<file path="config.mk">
export PLATFORM = sky130hd
export DESIGN_NAME = register_bank_flat
export DESIGN_NICKNAME = d
export VERILOG_FILES = /design/src/rtl/register_bank_if.sv /design/src/rtl/register_bank.sv /design/src/flat_wrapper.sv
export SDC_FILE = /design/constraint.sdc
export NUM_CORES = 1
export LEC_CHECK = 0
export CORE_MARGIN = 2
export CORE_UTILIZATION = 55
export CTS_CLUSTER_SIZE = 16
export DETAILED_ROUTE_END_ITERATION = 12
export PLACE_DENSITY = 0.79
export SLEW_MARGIN = 20
export SYNTH_ARGS = -nofsm -noshare
export SYNTH_HDL_FRONTEND = slang
export SYNTH_SLANG_ARGS = --single-unit
</file>
<file path="constraint.sdc">
create_clock -name clk -period 4.9 [get_ports clk]
set_clock_uncertainty 0.2 [all_clocks]
set_input_delay 1.225 -clock clk [delete_from_list [all_inputs] [get_ports clk]]
set_output_delay 1.225 -clock clk [all_outputs]
set_load 0.03 [all_outputs]
</file>
<file path="src/rtl/register_bank_if.sv">
// Bus bundle for register_bank: control/op inputs and the two read ports.
//   master : drives sclr, sset, op, waddr, pin, sin, raddr_a, raddr_b
//            and observes pout_a, pout_b, zero_a, ovf, sout
//   slave  : the register bank side of the same signals
interface register_bank_if #(
  parameter int unsigned WIDTH = 16,
  parameter int unsigned DEPTH = 4
) ();
  localparam int unsigned AW = (DEPTH > 1) ? $clog2(DEPTH) : 1;

  logic             sclr;
  logic             sset;
  logic [2:0]       op;
  logic [AW-1:0]    waddr;
  logic [WIDTH-1:0] pin;
  logic             sin;
  logic [AW-1:0]    raddr_a;
  logic [AW-1:0]    raddr_b;
  logic [WIDTH-1:0] pout_a;
  logic [WIDTH-1:0] pout_b;
  logic             zero_a;
  logic [DEPTH-1:0] ovf;
  logic             sout;

  modport master (
    output sclr, sset, op, waddr, pin, sin, raddr_a, raddr_b,
    input  pout_a, pout_b, zero_a, ovf, sout
  );

  modport slave (
    input  sclr, sset, op, waddr, pin, sin, raddr_a, raddr_b,
    output pout_a, pout_b, zero_a, ovf, sout
  );
endinterface

</file>
<file path="src/rtl/register_bank.sv">
// register_bank: DEPTH x WIDTH register file applying one operation per cycle
// (load/clear/set/shift/inc/dec) to the addressed entry, with global clear/set,
// sticky per-entry overflow flags and a serial-out bit from the last shift.
// Ports:
//   clk  - rising-edge clock
//   rst  - synchronous active-high reset
//   bus  - register_bank_if.slave: sclr, sset, op, waddr, pin, sin,
//          raddr_a, raddr_b in; pout_a, pout_b, zero_a, ovf, sout out
// Read ports are combinational from the stored entries (no write bypass).
module register_bank #(
  parameter int unsigned WIDTH     = 16,
  parameter int unsigned DEPTH     = 4,
  parameter logic [31:0] SET_VALUE = 32'h0000_0100,
  parameter bit          SATURATE  = 1'b0
) (
  input  logic           clk,
  input  logic           rst,
  register_bank_if.slave bus
);

  localparam logic [WIDTH-1:0] SET_W = WIDTH'(SET_VALUE);

  typedef enum logic [2:0] {
    OP_NOP   = 3'b000,
    OP_LOAD  = 3'b001,
    OP_CLEAR = 3'b010,
    OP_SET   = 3'b011,
    OP_SHL   = 3'b100,
    OP_SHR   = 3'b101,
    OP_INC   = 3'b110,
    OP_DEC   = 3'b111
  } op_e;

  logic [WIDTH-1:0] mem_q [DEPTH];
  logic [DEPTH-1:0] ovf_q;
  logic             sout_q;

  op_e              op;
  logic             w_in_range;
  logic [WIDTH-1:0] w_cur;
  logic             w_en;
  logic [WIDTH-1:0] w_val;
  logic [DEPTH-1:0] ovf_d;
  logic             sout_d;

  assign op         = op_e'(bus.op);
  assign w_in_range = (32'(bus.waddr) < DEPTH);
  assign w_cur      = w_in_range ? mem_q[bus.waddr] : '0;

  // Next value of the addressed entry, its overflow flag and sout
  always_comb begin
    w_en   = 1'b0;
    w_val  = w_cur;
    ovf_d  = ovf_q;
    sout_d = sout_q;
    if (w_in_range) begin
      case (op)
        OP_LOAD: begin
          w_en  = 1'b1;
          w_val = bus.pin;
        end
        OP_CLEAR: begin
          w_en               = 1'b1;
          w_val              = '0;
          ovf_d[bus.waddr]   = 1'b0;
        end
        OP_SET: begin
          w_en               = 1'b1;
          w_val              = SET_W;
          ovf_d[bus.waddr]   = 1'b0;
        end
        OP_SHL: begin
          w_en   = 1'b1;
          w_val  = {w_cur[WIDTH-2:0], bus.sin};
          sout_d = w_cur[WIDTH-1];
        end
        OP_SHR: begin
          w_en   = 1'b1;
          w_val  = {bus.sin, w_cur[WIDTH-1:1]};
          sout_d = w_cur[0];
        end
        OP_INC: begin
          w_en = 1'b1;
          if (&w_cur) begin
            // Overflow is flagged whether the value wraps or saturates
            w_val            = SATURATE ? w_cur : '0;
            ovf_d[bus.waddr] = 1'b1;
          end else begin
            w_val = w_cur + WIDTH'(1);
          end
        end
        OP_DEC: begin
          w_en = 1'b1;
          if (w_cur == '0) begin
            w_val            = SATURATE ? '0 : '1;
            ovf_d[bus.waddr] = 1'b1;
          end else begin
            w_val = w_cur - WIDTH'(1);
          end
        end
        default: ;
      endcase
    end
  end

  // State update; rst > sclr > sset > op
  always_ff @(posedge clk) begin
    if (rst || bus.sclr) begin
      for (int i = 0; i < int'(DEPTH); i++) begin
        mem_q[i] <= '0;
      end
      ovf_q  <= '0;
      sout_q <= 1'b0;
    end else if (bus.sset) begin
      for (int i = 0; i < int'(DEPTH); i++) begin
        mem_q[i] <= SET_W;
      end
      ovf_q <= '0;
    end else begin
      if (w_en) begin
        mem_q[bus.waddr] <= w_val;
      end
      ovf_q  <= ovf_d;
      sout_q <= sout_d;
    end
  end

  // Read ports; an address beyond the last entry reads as zero
  logic [WIDTH-1:0] rd_a;
  logic [WIDTH-1:0] rd_b;

  assign rd_a = (32'(bus.raddr_a) < DEPTH) ? mem_q[bus.raddr_a] : '0;
  assign rd_b = (32'(bus.raddr_b) < DEPTH) ? mem_q[bus.raddr_b] : '0;

  assign bus.pout_a = rd_a;
  assign bus.pout_b = rd_b;
  assign bus.zero_a = (rd_a == '0);
  assign bus.ovf    = ovf_q;
  assign bus.sout   = sout_q;

endmodule

</file>
<file path="src/flat_wrapper.sv">
// flat-port wrapper written by rule: the top's interface ports become plain ports
module register_bank_flat 
#(
  parameter int unsigned WIDTH     = 16,
  parameter int unsigned DEPTH     = 4,
  parameter logic [31:0] SET_VALUE = 32'h0000_0100,
  parameter bit          SATURATE  = 1'b0
)
  (clk, rst, bus_sclr, bus_sset, bus_op, bus_waddr, bus_pin, bus_sin, bus_raddr_a, bus_raddr_b, bus_pout_a, bus_pout_b, bus_zero_a, bus_ovf, bus_sout);
  register_bank_if #(.WIDTH(WIDTH), .DEPTH(DEPTH)) bus_i ();
  input  logic clk;
  input  logic rst;
  input wire logic [$bits(bus_i.sclr)-1:0] bus_sclr;
  input wire logic [$bits(bus_i.sset)-1:0] bus_sset;
  input wire logic [$bits(bus_i.op)-1:0] bus_op;
  input wire logic [$bits(bus_i.waddr)-1:0] bus_waddr;
  input wire logic [$bits(bus_i.pin)-1:0] bus_pin;
  input wire logic [$bits(bus_i.sin)-1:0] bus_sin;
  input wire logic [$bits(bus_i.raddr_a)-1:0] bus_raddr_a;
  input wire logic [$bits(bus_i.raddr_b)-1:0] bus_raddr_b;
  output wire logic [$bits(bus_i.pout_a)-1:0] bus_pout_a;
  output wire logic [$bits(bus_i.pout_b)-1:0] bus_pout_b;
  output wire logic [$bits(bus_i.zero_a)-1:0] bus_zero_a;
  output wire logic [$bits(bus_i.ovf)-1:0] bus_ovf;
  output wire logic [$bits(bus_i.sout)-1:0] bus_sout;
  assign bus_i.sclr = bus_sclr;
  assign bus_i.sset = bus_sset;
  assign bus_i.op = bus_op;
  assign bus_i.waddr = bus_waddr;
  assign bus_i.pin = bus_pin;
  assign bus_i.sin = bus_sin;
  assign bus_i.raddr_a = bus_raddr_a;
  assign bus_i.raddr_b = bus_raddr_b;
  assign bus_pout_a = bus_i.pout_a;
  assign bus_pout_b = bus_i.pout_b;
  assign bus_zero_a = bus_i.zero_a;
  assign bus_ovf = bus_i.ovf;
  assign bus_sout = bus_i.sout;
  register_bank #(.WIDTH(WIDTH), .DEPTH(DEPTH), .SET_VALUE(SET_VALUE), .SATURATE(SATURATE)) u_core (.clk(clk), .rst(rst), .bus(bus_i));
endmodule
</file>
# Yosys cells after proc, flatten, opt, wreduce, memory -nomap -nowiden
# Memories as Yosys holds them, arrays and structs flattened.
# Cells that the tools add are included.
dict set report totals {
  reg_bits 5
  mem_bits_rw 64
  inputBits 30
  output_inout_bits 38
  elab_cells 63
  memories 1
}
# name words width read_ports rd_ports_with_merged_regs wr line
set memory_table {}
lappend memory_table {u_core.mem_q 4 16 3 0 4 register_bank.sv:34} ;# logic [WIDTH-1:0] mem_q [DEPTH];
dict set report op_classes {
  add_sub_neg 2
  n_lt_le_gt_ge 2
  eq_ne 9
  mux 26
  n_bitwise 8
  reduce_logical 13
}
# op count
set op_table {}
lappend op_table {{two-way mux 16 bit} 7}
lappend op_table {{one-hot mux 16 bit (7 select lines)} 1}
lappend op_table {{logical NOT 16 bit} 2}
lappend op_table {{adder 16 x 1 -> 16 bit (second input constant)} 1}
lappend op_table {{AND reduction 16 bit} 1}
lappend op_table {{OR reduction 16 bit} 1}
lappend op_table {{subtractor 16 x 1 -> 16 bit (second input constant)} 1}
lappend op_table {{equality test 3 bit (second input constant)} 4}
lappend op_table {{two-way mux 1 bit} 12}
lappend op_table {{one-hot mux 4 bit (3 select lines)} 1}
lappend op_table {{two-way mux 4 bit} 2}
lappend op_table {{OR reduction 7 bit} 1}
lappend op_table {{equality test 3 x 2 -> 1 bit (second input constant)} 2}
lappend op_table {{bitwise AND 4 bit} 1}
lappend op_table {{!= test 2 x 1 -> 1 bit (second input constant)} 2}
lappend op_table {{inverter 4 bit} 1}
lappend op_table {{OR 1 bit} 4}
lappend op_table {{OR 4 bit} 1}
lappend op_table {{OR reduction 2 bit} 2}
lappend op_table {{equality test 3 x 1 -> 1 bit (second input constant)} 1}
lappend op_table {{less-than comparator 2 x 3 -> 1 bit (second input constant)} 1}
lappend op_table {{AND reduction 3 bit} 1}
lappend op_table {{nonzero test 3 bit} 1}
lappend op_table {{demux 1 bit (select 2 bit)} 1}
lappend op_table {{other kinds (8)} 8}

# Depth between registers and ports, before layout
# Gate-level depths: netlist of the first run.
dict set report depth {
  ltp_word 9
  ltp_mapped 12
  depth_no_buf 10
}

# Least setup slack after synthesis of the first run
# OpenSTA, ideal clock, no wires.
dict set report synth_timing {
  path_type {input -> output}
  startpoint {input port bus_raddr_a[0]}
  endpoint {output port bus_zero_a}
  t_arrival_ns 3.488
  required_ns 3.475
  path_slack_ns -0.013
  path_stages 5
  n_path_buf 2
  path_cell_list {clkbuf_1 -> buf_1 -> mux4_2 -> nor4_1 -> and4_1}
}
dict set report synth_between {
  elab_chain_len 2
}
# item line
set synth_rtl {}
lappend synth_rtl {{start, declared} flat_wrapper.sv:19} ;# input wire logic [$bits(bus_i.raddr_a)-1:0] bus_raddr_a;
lappend synth_rtl {{memory (4 x 16 bit)} -}
lappend synth_rtl {{via bus_pout_a[6]} flat_wrapper.sv:21} ;# output wire logic [$bits(bus_i.pout_a)-1:0] bus_pout_a;
lappend synth_rtl {{logical NOT 16 bit} register_bank.sv:137} ;# assign bus.zero_a = (rd_a == '0);
lappend synth_rtl {{end, declared} flat_wrapper.sv:23} ;# output wire logic [$bits(bus_i.zero_a)-1:0] bus_zero_a;
# The timed path passes the listed nets, and every way through them passes these cells.

# Worst setup path after layout of the first run
dict set report layout_timing {
  startpoint {input port bus_raddr_a[1]}
  endpoint {output port bus_zero_a}
}
dict set report layout_between {
  elab_chain_len 2
}
# item line
set layout_rtl {}
lappend layout_rtl {{memory (4 x 16 bit)} -}
lappend layout_rtl {{logical NOT 16 bit} register_bank.sv:137}
# Every way passes these cells.

==> qor.txt, run 1 <==
Outcome - finished clean
FP Rows - 35
Fin crit period - 4.73 ns
Mapped Cells - 485
CP Capture Type - primary output
Total track usage - 34.7%
Clock transition at path regs - 0.08 ns
GRT met1 Usage - 46.5%
Met3 Track Usage GR - 6.36%
RSZ-0062 raised after global routing - false
Transition time of the tightest slew-check pin - 0.829 ns
Primary FF master, synth - edfxtp_1
Crit-path cells - clkdlybuf4s50_1 > buf_4 > mux4_2 > nor4_1 > and4_1 > buf_4
Synth unique cells - 57
Final slew viol count - 0
Setup TNS - 0 ns
Rel. slew slack - 44.6%
Crit path kind - input port to primary output
Clock latency on the worst-skew pair - 0.35 ns
HP Class - register to register
GP Congestion - 0.901
Most used cell, CP - buf_4
Reg-to-reg slack, setup - 1.58 ns
Crit-path max cell delay - 0.67 ns
Fin crit share - 96.4%
Slowest CP cell - clkdlybuf4s50_1
Post-CTS Setup Inserts - 0
Startpoint types - input port
Leakage - 0.00245 uW
Largest net degree at the start of global routing - 25
RR Startpoint - u_core.mem_q[3][7]
Most frequent cell after synthesis - nor2_1
Final wirelength - 17100 um
Root buffer cell - clkbuf_8
Hold path depth - 2
EDFF count, synth - 64
Seq cells post-synth - 69
Drt initial violations - 528
Vias in the first global route - 4759
DRC viols - 0
Overall die height - 102 um
Post-DP HPWL - 12600 um
MaxCap Viol Count - 0
Worst reg-to-reg path cell count - 8
ANT cells - 0
CP Max Fanout - 11
CTS Buf Count - 9
Peak Freq - 212 MHz
Longest Clk Path Bufs - 2
Asr flop ratio synth - 0%
Met2 Use GR - 57.8%
First-pass iteration count of the detailed router - 6
Core Area - 9280 um^2
Finish-stage setup viols - 0
Yosys top cell by area - edfxtp_1
I/O pin cnt - 68
Fraction of layout cells with a size suffix above 1 - 27.2%
Placed Cells - 691
Fill count - 689
Vias - 4819
WP data required - 3.47 ns
Worst VDD drop - 0.000182 V
Busiest grt layer - met2
Final hold violation count - 0
Number of port buffers - 67
Synthesized net count - 522
Initial Utilization - 57.2%
Die ar. - 10500 um^2
DRT antenna net count - 0
Mean routed wirelength per cell - 24.2 um
Die Wd - 102 um
Ranking of synthesized cells by area - edfxtp_1 (36%), mux4_2 (20%), nor2_1 (5.1%), mux2_2 (3.4%), clkbuf_1 (2.3%)
Sequential area share after synthesis - 38.1%
Synthesized area - 5310 um^2
R2R Path End - u_core.mem_q[1][8]
TritonCTS clock tree - done
Initial antenna violation count - 0
Post-synth top area share - 36.2%
Yosys synthesis warning count - 0
Worst EP arrival - 3.30 ns
Nets@finish - 610
DR vias/cell - 6.82
Syn Area/Cell - 10.9 um^2
CTS H-tree depth - 3
Total gr overflow - 0
Top cells by count, synth - nor2_1 (72), edfxtp_1 (64), mux4_2 (48), clkbuf_1 (32), nand2_1 (30)
Area grow syn2layout - 24.0%
Clk sinks - 69
Layout Cells excl Fill - 707
First-pass GRT wire length - 26600 um
PD cells - 255 nW/um^2
[final cells by class]
class / instances / area (um^2) / share of cell area [%]
clock buffers: 9 / 124 / 1.88
clock inverters: 7 / 82.6 / 1.25
inverters: 7 / 26.3 / 0.399
multi-input cells: 364 / 3070 / 46.6
flip-flops and latches: 69 / 2020 / 30.7
well taps: 129 / 161 / 2.45
repair buffers: 122 / 1100 / 16.7
[worst max-delay path, delay by kind of cell]
| kind | cells | cell delay [ns] |
|---|---|---|
| buffers and inverters | 3 | 1.13 |
| muxes | 1 | 0.39 |
| and+or+nand+nor | 2 | 0.54 |
[state kept, by name, summed over array words and instances (netlist names), named ones only]
signal / count
u_core.mem_q: 64
u_core.bus.sout: 1
[worst max-delay path by stage]
stage / startpoint / end / slack, ns / cells after the start
global route: bus_raddr_a[0] / bus_zero_a / 0.06 / 6
global placement: bus_raddr_a[0] / bus_zero_a / 0.12 / 6
CTS: bus_raddr_a[0] / bus_zero_a / 0.09 / 6
finish: bus_raddr_a[1] / bus_zero_a / 0.17 / 6
floorplan: bus_raddr_a[0] / bus_zero_a / 0.23 / 5
detailed placement: bus_waddr[0] / u_core.mem_q[1][8] / 0.08 / 10
[per-stage QoR]
| stage | power [uW] | setup slack (ns) | hold slack [ns] | area, um^2 | utilization, % |
|---|---|---|---|---|---|
| after floorplan | 1000 | 0.233 | 0.437 | 5310 | - |
| after global placement | 1190 | 0.119 | 0.305 | 6370 | 68.6 |
| after detailed placement | 1200 | 0.0762 | 0.314 | 6370 | 68.6 |
| after CTS | 1670 | 0.0903 | 0.328 | 6580 | 70.8 |
| after global routing | 1740 | 0.0578 | 0.339 | 6580 | 70.9 |
| final | 1680 | 0.174 | 0.326 | 6580 | 70.9 |
[cell usage in the layout (no fill, tap or decap), drive strengths merged, types with 6 or more instances in the layout]
cell / n
a31oi: 9
buf: 64
nor2: 72
o21ai: 19
a21oi: 18
nand3: 11
nand4: 8
clkdlybuf4s50: 58
nor3: 23
nor4: 10
or4: 7
edfxtp: 64
and2: 6
inv: 10
mux2: 16
o211ai: 7
mux4: 48
nand2: 31
clkbuf: 9
ha: 7
[metal layers]
| metal | wire length [um] | vias up |
|---|---|---|
| met1 | 6310 | 2366 |
| met4 | 540 | 0 |
| met2 | 8580 | 306 |
| met5 | 0 | - |
| li1 | - | 2095 |
| met3 | 1690 | 52 |
[logic make-up (layout without fill, tap and decap cells)]
| logic type | after synthesis | in the layout | synth area share, % |
|---|---|---|---|
| DFF | 69 | 69 | 38.1 |
| buffers and inverters | 52 | 145 | 4.34 |
| xor gates and xnor gates | 6 | 6 | 0.990 |
| and+or+nand+nor | 185 | 185 | 17.6 |
| adders and majority gates | 7 | 7 | 1.65 |
| AOI/OAI and AO/OA | 97 | 97 | 12.6 |
| muxes | 69 | 69 | 24.7 |
[where the power goes]
group          switching [uW]  leakage, uW  total, uW  internal, uW
logic                     288      0.00157        514           226
registers                19.2     0.000787        684           664
clock network             238    0.0000984        481           243
[timing repair]
action                                  in CTS  in global routing
hold buffers                                 0                  0
resized for setup                            0                  1
endpoints found under the setup margin       0                  1
(Power assumes the default switching activity.)
==> run 2, diff against run 1 <==
- HOLD_SLACK_MARGIN: default -> 0.15
==> results of run 2 <==
Same layout as run 1: the final DEF is identical, and so are final timing and power.
==> run 3, diff against run 2 <==
- SLEW_MARGIN: 20 -> 15
==> results of run 3 <==
Same layout as run 1: the final DEF is identical, and so are final timing and power.
